$ cat config.mk
export PLATFORM = sky130hd
export DESIGN_NAME = popcount_weight_enum
export DESIGN_NICKNAME = d
export VERILOG_FILES = /design/src/rtl/popcount_weight_enum.sv
export SDC_FILE = /design/constraint.sdc
export NUM_CORES = 1
export LEC_CHECK = 0
export ABC_AREA = 1
export BUFFER_PORTS_ARGS = -buffer_cell sky130_fd_sc_hd__buf_4
export CORE_MARGIN = 2
export CORE_UTILIZATION = 42
export DETAILED_ROUTE_END_ITERATION = 6
export PLACE_DENSITY_LB_ADDON = 0.15
export SLEW_MARGIN = 20
export SYNTH_ARGS = -nofsm -noshare
export SYNTH_HDL_FRONTEND = slang
export SYNTH_SLANG_ARGS = --single-unit
$ cat constraint.sdc
create_clock -name clk -period 3 [get_ports clk]
set_input_delay 0.15 -clock clk [delete_from_list [all_inputs] [get_ports clk]]
set_output_delay 0.15 -clock clk [all_outputs]
set_load 0.01 [all_outputs]
$ cat src/rtl/popcount_weight_enum.sv
// ============================================================================
// Module      : popcount_weight_enum
// Description : Streams every N-bit vector of popcount k in ascending order
//               (Gosper next-combination), one vector per valid/ready
//               handshake. Optional self-check: POPCOUNT_ENUM_SELFCHECK_EN.
// Revision    : 1.0  initial release
// ============================================================================
`default_nettype none
`timescale 1ns/1ps

module popcount_weight_enum #(
    parameter int N = 7,
    parameter int W = $clog2(N + 1)
) (
    input  logic         clk,
    input  logic         rst_n,
    input  logic         start,
    input  logic [W-1:0] weight,
    output logic         busy,
    output logic         out_valid,
    input  logic         out_ready,
    output logic [N-1:0] out_vec,
    output logic         out_last,
    output logic [N-1:0] out_index,
    output logic         done,
    output logic         bad_weight,
    output logic         chk_err
);

    localparam logic [1:0]   S_IDLE = 2'd0;
    localparam logic [1:0]   S_EMIT = 2'd1;
    localparam logic [1:0]   S_ERR  = 2'd2;
    localparam logic [W-1:0] N_K    = W'(N);
    localparam int           CW     = $clog2(N + 1) + 1;

    logic [1:0]   r_state;
    logic [1:0]   w_state_nxt;
    logic [W-1:0] r_k;
    logic [N-1:0] r_vec;
    logic [N-1:0] r_index;
    logic         r_done;
    logic         r_bad;

    logic         w_accept;
    logic         w_weight_bad;
    logic         w_fire;
    logic         w_valid;
    logic         w_busy;
    logic         w_is_last;
    logic [N-1:0] w_first;
    logic [N-1:0] w_last_pat;

    assign w_accept     = start && (r_state == S_IDLE);
    assign w_weight_bad = (weight > N_K);
    assign w_fire       = (r_state == S_EMIT) && out_ready;

    // First vector is the k lowest bits set; last is those bits at the top.
    assign w_first    = (N'(1) << weight) - N'(1);
    assign w_last_pat = ((N'(1) << r_k) - N'(1)) << (N_K - r_k);
    assign w_is_last  = (r_vec == w_last_pat);

    // Gosper's hack, computed one bit wider so the carry out of x + c is kept.
    logic [N:0]    w_x;
    logic [N:0]    w_c;
    logic [N:0]    w_r;
    logic [N:0]    w_sh;
    logic [N:0]    w_nxt_full;
    logic [CW-1:0] w_ctz;
    logic [N-1:0]  w_next;
    logic          w_unused_msb;

    assign w_x = {1'b0, r_vec};
    assign w_c = w_x & (-w_x);
    assign w_r = w_x + w_c;

    always_comb begin
        w_ctz = '0;
        for (int i = N; i >= 0; i--) begin
            if (w_c[i]) begin
                w_ctz = CW'(i);
            end
        end
    end

    assign w_sh         = ((w_x ^ w_r) >> 2) >> w_ctz;
    assign w_nxt_full   = w_r | w_sh;
    assign w_next       = w_nxt_full[N-1:0];
    assign w_unused_msb = w_nxt_full[N];

    always_ff @(posedge clk or negedge rst_n) begin
        if (!rst_n) begin
            r_state <= S_IDLE;
        end else begin
            r_state <= w_state_nxt;
        end
    end

    always_comb begin
        w_state_nxt = r_state;
        case (r_state)
            S_IDLE: begin
                if (start) begin
                    w_state_nxt = w_weight_bad ? S_ERR : S_EMIT;
                end
            end
            S_EMIT: begin
                if (w_fire && w_is_last) begin
                    w_state_nxt = S_IDLE;
                end
            end
            S_ERR:   w_state_nxt = S_IDLE;
            default: w_state_nxt = S_IDLE;
        endcase
    end

    always_comb begin
        w_valid = (r_state == S_EMIT);
        w_busy  = (r_state != S_IDLE);
    end

    always_ff @(posedge clk or negedge rst_n) begin
        if (!rst_n) begin
            r_k     <= '0;
            r_vec   <= '0;
            r_index <= '0;
            r_done  <= 1'b0;
            r_bad   <= 1'b0;
        end else begin
            r_done <= 1'b0;
            if (w_accept) begin
                r_k     <= weight;
                r_bad   <= w_weight_bad;
                r_index <= '0;
                if (w_weight_bad) begin
                    r_done <= 1'b1;
                end else begin
                    r_vec <= w_first;
                end
            end else if (w_fire) begin
                if (w_is_last) begin
                    r_done <= 1'b1;
                end else begin
                    r_vec   <= w_next;
                    r_index <= r_index + N'(1);
                end
            end
        end
    end

    assign busy       = w_busy;
    assign out_valid  = w_valid;
    assign out_vec    = r_vec;
    assign out_last   = w_valid && w_is_last;
    assign out_index  = r_index;
    assign done       = r_done;
    assign bad_weight = r_bad;

`ifdef POPCOUNT_ENUM_SELFCHECK_EN
    localparam int P = 1 << $clog2(N);

    logic [W-1:0] w_lvl [0:P-1];
    logic [W-1:0] w_pop;
    logic [N-1:0] r_prev;
    logic         r_have_prev;
    logic         r_chk;

    // Pairwise reduction: each pass halves the number of partial sums.
    always_comb begin
        w_lvl = '{default: '0};
        for (int j = 0; j < N; j++) begin
            w_lvl[j] = W'(r_vec[j]);
        end
        for (int s = P / 2; s >= 1; s = s / 2) begin
            for (int j = 0; j < s; j++) begin
                w_lvl[j] = w_lvl[2*j] + w_lvl[2*j+1];
            end
        end
        w_pop = w_lvl[0];
    end

    always_ff @(posedge clk or negedge rst_n) begin
        if (!rst_n) begin
            r_prev      <= '0;
            r_have_prev <= 1'b0;
            r_chk       <= 1'b0;
        end else begin
            if (w_accept) begin
                r_have_prev <= 1'b0;
            end else if (w_fire) begin
                r_prev      <= r_vec;
                r_have_prev <= 1'b1;
                if ((w_pop != r_k) || (r_have_prev && (r_vec <= r_prev))) begin
                    r_chk <= 1'b1;
                end
            end
        end
    end

    assign chk_err = r_chk;
`else
    assign chk_err = 1'b0;
`endif

endmodule

`default_nettype wire

==> qor.csv <==
stage;metric;value;unit
route;Final ANT Viol Nets;0;
timing;clock skew;4.41;ps
floorplanning;IO Pins;27;
min_path;Hold Path Class;input pin to flop;
final_layout;Nets;295;
final_layout;Layout Cells excl Fill;335;
setup_path;CP Launch Type;flop;
timing;slew margin rel.;0.623;
setup_path;worst-path maximum fanout;8;
clock_network;CTS tree;done;
global_routing;initial antenna violation count;0;
timing;crit share post-route;0.870;
setup_path;slowest CP cell;dfrtp_1;
global_routing;GRT busiest layer;met2;
power;Leak;1.03;nW
final_layout;post-layout util;0.497;
timing;Worst-Margin Slew;563;ps
timing;final setup fails;0;
clock_network;Sink Count;21;
timing;post-route setup slack;390;ps
place;post-placement cell area;0.00190;mm^2
synthesis;FF+latch count, synth;21;
timing;final setup TNS;0;ps
setup_path;Worst Setup End Kind;output port;
clock_network;deepest clock path buffer count;2;
timing;Pins Over Slew Limit;0;
global_routing;number of global-route vias before repair;1669;
place;post-DP HPWL;3370;um
synthesis;post-synth top area share;0.309;
synthesis;post-synth top area cell;dfrtp_1;
clock_network;CTS H-tree lvls;1;
timing;min Tclk post-route;2610;ps
final_layout;layout cells sized above 1;0.179;
setup_path;kind of critical path;flop to output port;
synthesis;Synth Instances;262;
clock_network;Num CTS Buffers;3;
global_routing;Total GRT Usage;0.212;
global_routing;first-pass GRT wire length;7470;um
power;worst vdd ir;0.359;mV
synthesis;Mean Syn Cell Area;6.49;um^2
synthesis;count leader, synth;nand2_1;
synthesis;post-synth cell types;29;
min_path;hold path start;weight[1];
timing;hold_ws;198;ps
place;post-placement cell count;330;
synthesis;Post-Synthesis Cell Area;0.00170;mm^2
route;via/cell ratio;5.21;
floorplanning;Rows;23;
setup_path;Critical Path Start;r_k[1];
synthesis;Most used DFF post-synth;dfrtp_1;
setup_path;CP peak stage delay;470;ps
floorplanning;Die X;67.7;um
setup_path;worst path required time;2850;ps
power;Power Total;1.63;mW
clock_network;clock latency at the later pin of the worst-skew pair;260;ps
synthesis;top post-synthesis cells by count;73 x nand2_1, 33 x inv_1, 30 x nand3_1, 21 x dfrtp_1, 19 x nor2_1;
floorplanning;die area;0.00458;mm^2
route;drt total wl;4400;um
status;status;completed;
global_routing;M3 GR Usage;0.0167;
route;vias post-DR;1744;
synthesis;Seq/Total Area, Yosys;0.309;
floorplanning;core area;0.00394;mm^2
synthesis;ys async rst share;1.00;
route;DRC;0;
final_layout;P&R area growth vs syn;15.1;%
job;# Max-Cap Violations;0;
setup_path;r2r startpoint;r_k[1];
synthesis;number of enable flip-flop cells after synthesis;0;
power;pwr/cell area;833;mW/mm^2
timing;RSZ-0062 raised after global routing;no;
final_layout;number of diodes;0;
synthesis;Yosys warning count;0;
clock_network;Worst-path clk slew;80;ps
setup_path;critical path, cell by cell;inv_1, nand3_1, ha_1, inv_1, nand2_2, nand3_2, nand2_1, nand2_1, nand2_1, nand2_1, nand2_1, nor2_2, nand2_1, nor3_1, buf_4;
timing;Final Hold Fails;0;
final_layout;Final Cell Area;0.00196;mm^2
clock_network;cts repair resizes;0;
setup_path;CP Buf/Inv Count;3;
clock_network;clk root buf;clkbuf_8;
global_routing;largest net degree at the start of global routing;22;
setup_path;Largest delay share family, worst path;simple AND/OR/NAND/NOR gates;
route;DR pass1 iterations;4;
synthesis;synth top area cells;dfrtp_1 31%, nand2_1 16%, nand3_1 8.8%;
floorplanning;Initial Util;0.432;
timing;Max Fclk;383;MHz
setup_path;CP arrival;2460;ps
floorplanning;die height;67.7;um
place;dpl ws;657;ps
place;IO buf count;25;
global_routing;gr ovfl total;0;
global_routing;GRT met1 Usage;0.291;
place;GP Congestion;0.898;
global_routing;met2 Resource Use GR;0.352;
setup_path;Top cell by count, worst path;nand2_1;
route;starting DRC count in detailed routing;161;
route;Wirelength per Cell;13.1;um
-- routing by layer --
layer | wire (um) | vias to the layer above
met5 | 0 | -
met4 | 61 | 0
met3 | 180 | 8
met2 | 2000 | 46
met1 | 2160 | 794
li1 | - | 896
-- path summary, 6_finish.rpt --
check | to | slack [ps] | depth (start not counted)
min reg2reg | bad_weight | 500 | 2
max | out_last | 390 | 15
min in group asynchronous | done | 310 | 2
max reg2reg | out_index[5] | 640 | 17
min | r_k[1] | 200 | 3
max in group asynchronous | out_vec[5] | 2470 | 2
-- sequential cells by signal (all words and copies together) (netlist names) --
| register | cells |
|---|---|
| bad_weight | 1 |
| done | 1 |
| out_index | 7 |
| out_vec | 7 |
| r_k | 3 |
| r_state | 2 |
-- final cells by class --
| class | count | area, um^2 |
|---|---|---|
| inverter | 38 | 145 |
| multi-input combinational | 196 | 983 |
| fill | 438 | 1980 |
| timing repair buffer | 26 | 198 |
| clock buffer | 4 | 45.0 |
| sequential | 21 | 526 |
| tap | 50 | 62.6 |
-- where the power goes --
part           switching, mW  total [mW]  internal (mW)
Combinational          0.599       0.962          0.364
Sequential             0.136       0.481          0.345
Clock                 0.0943       0.189         0.0946
-- cell usage in the layout, fill, tap and decap left out --
master / n
a21oi_1: 6
a31oi_1: 1
buf_4: 25
clkbuf_1: 1
clkbuf_8: 3
conb_1: 2
dfrtp_1: 21
dlygate4sd3_1: 1
ha_1: 2
inv_1: 33
inv_2: 4
inv_4: 1
nand2_1: 73
nand2_2: 3
nand2_4: 1
nand3_1: 30
nand3_2: 4
nand4_1: 12
nor2_1: 19
nor2_2: 5
nor3_1: 4
nor3b_1: 1
o211ai_1: 2
o21ai_0: 12
o21ai_1: 6
o21ai_2: 5
o21bai_1: 1
o31ai_1: 2
xor2_1: 5
-- cell families (layout without fill, tap and decap cells) --
| logic type | Yosys count | in the layout | synth area share |
|---|---|---|---|
| compound gates | 35 | 35 | 0.122 |
| xor+xnor | 5 | 5 | 0.0257 |
| fa+ha+maj | 2 | 2 | 0.0147 |
| buf+inv | 46 | 68 | 0.115 |
| flops | 21 | 21 | 0.309 |
| other cells | 1 | 2 | 0.00220 |
| simple gates | 152 | 152 | 0.411 |
-- worst min-delay path: stages --
cell     delay [ps]
buf_4           100
nand2_1          90
o21ai_0          80
-- what timing repair did --
| item | in CTS | in global routing |
|---|---|---|
| setup buffers | 0 | 0 |
| hold buffers | 1 | 0 |
| endpoints found under the hold margin | 21 | 0 |
No activity file was read; power rests on OpenSTA's default activity.
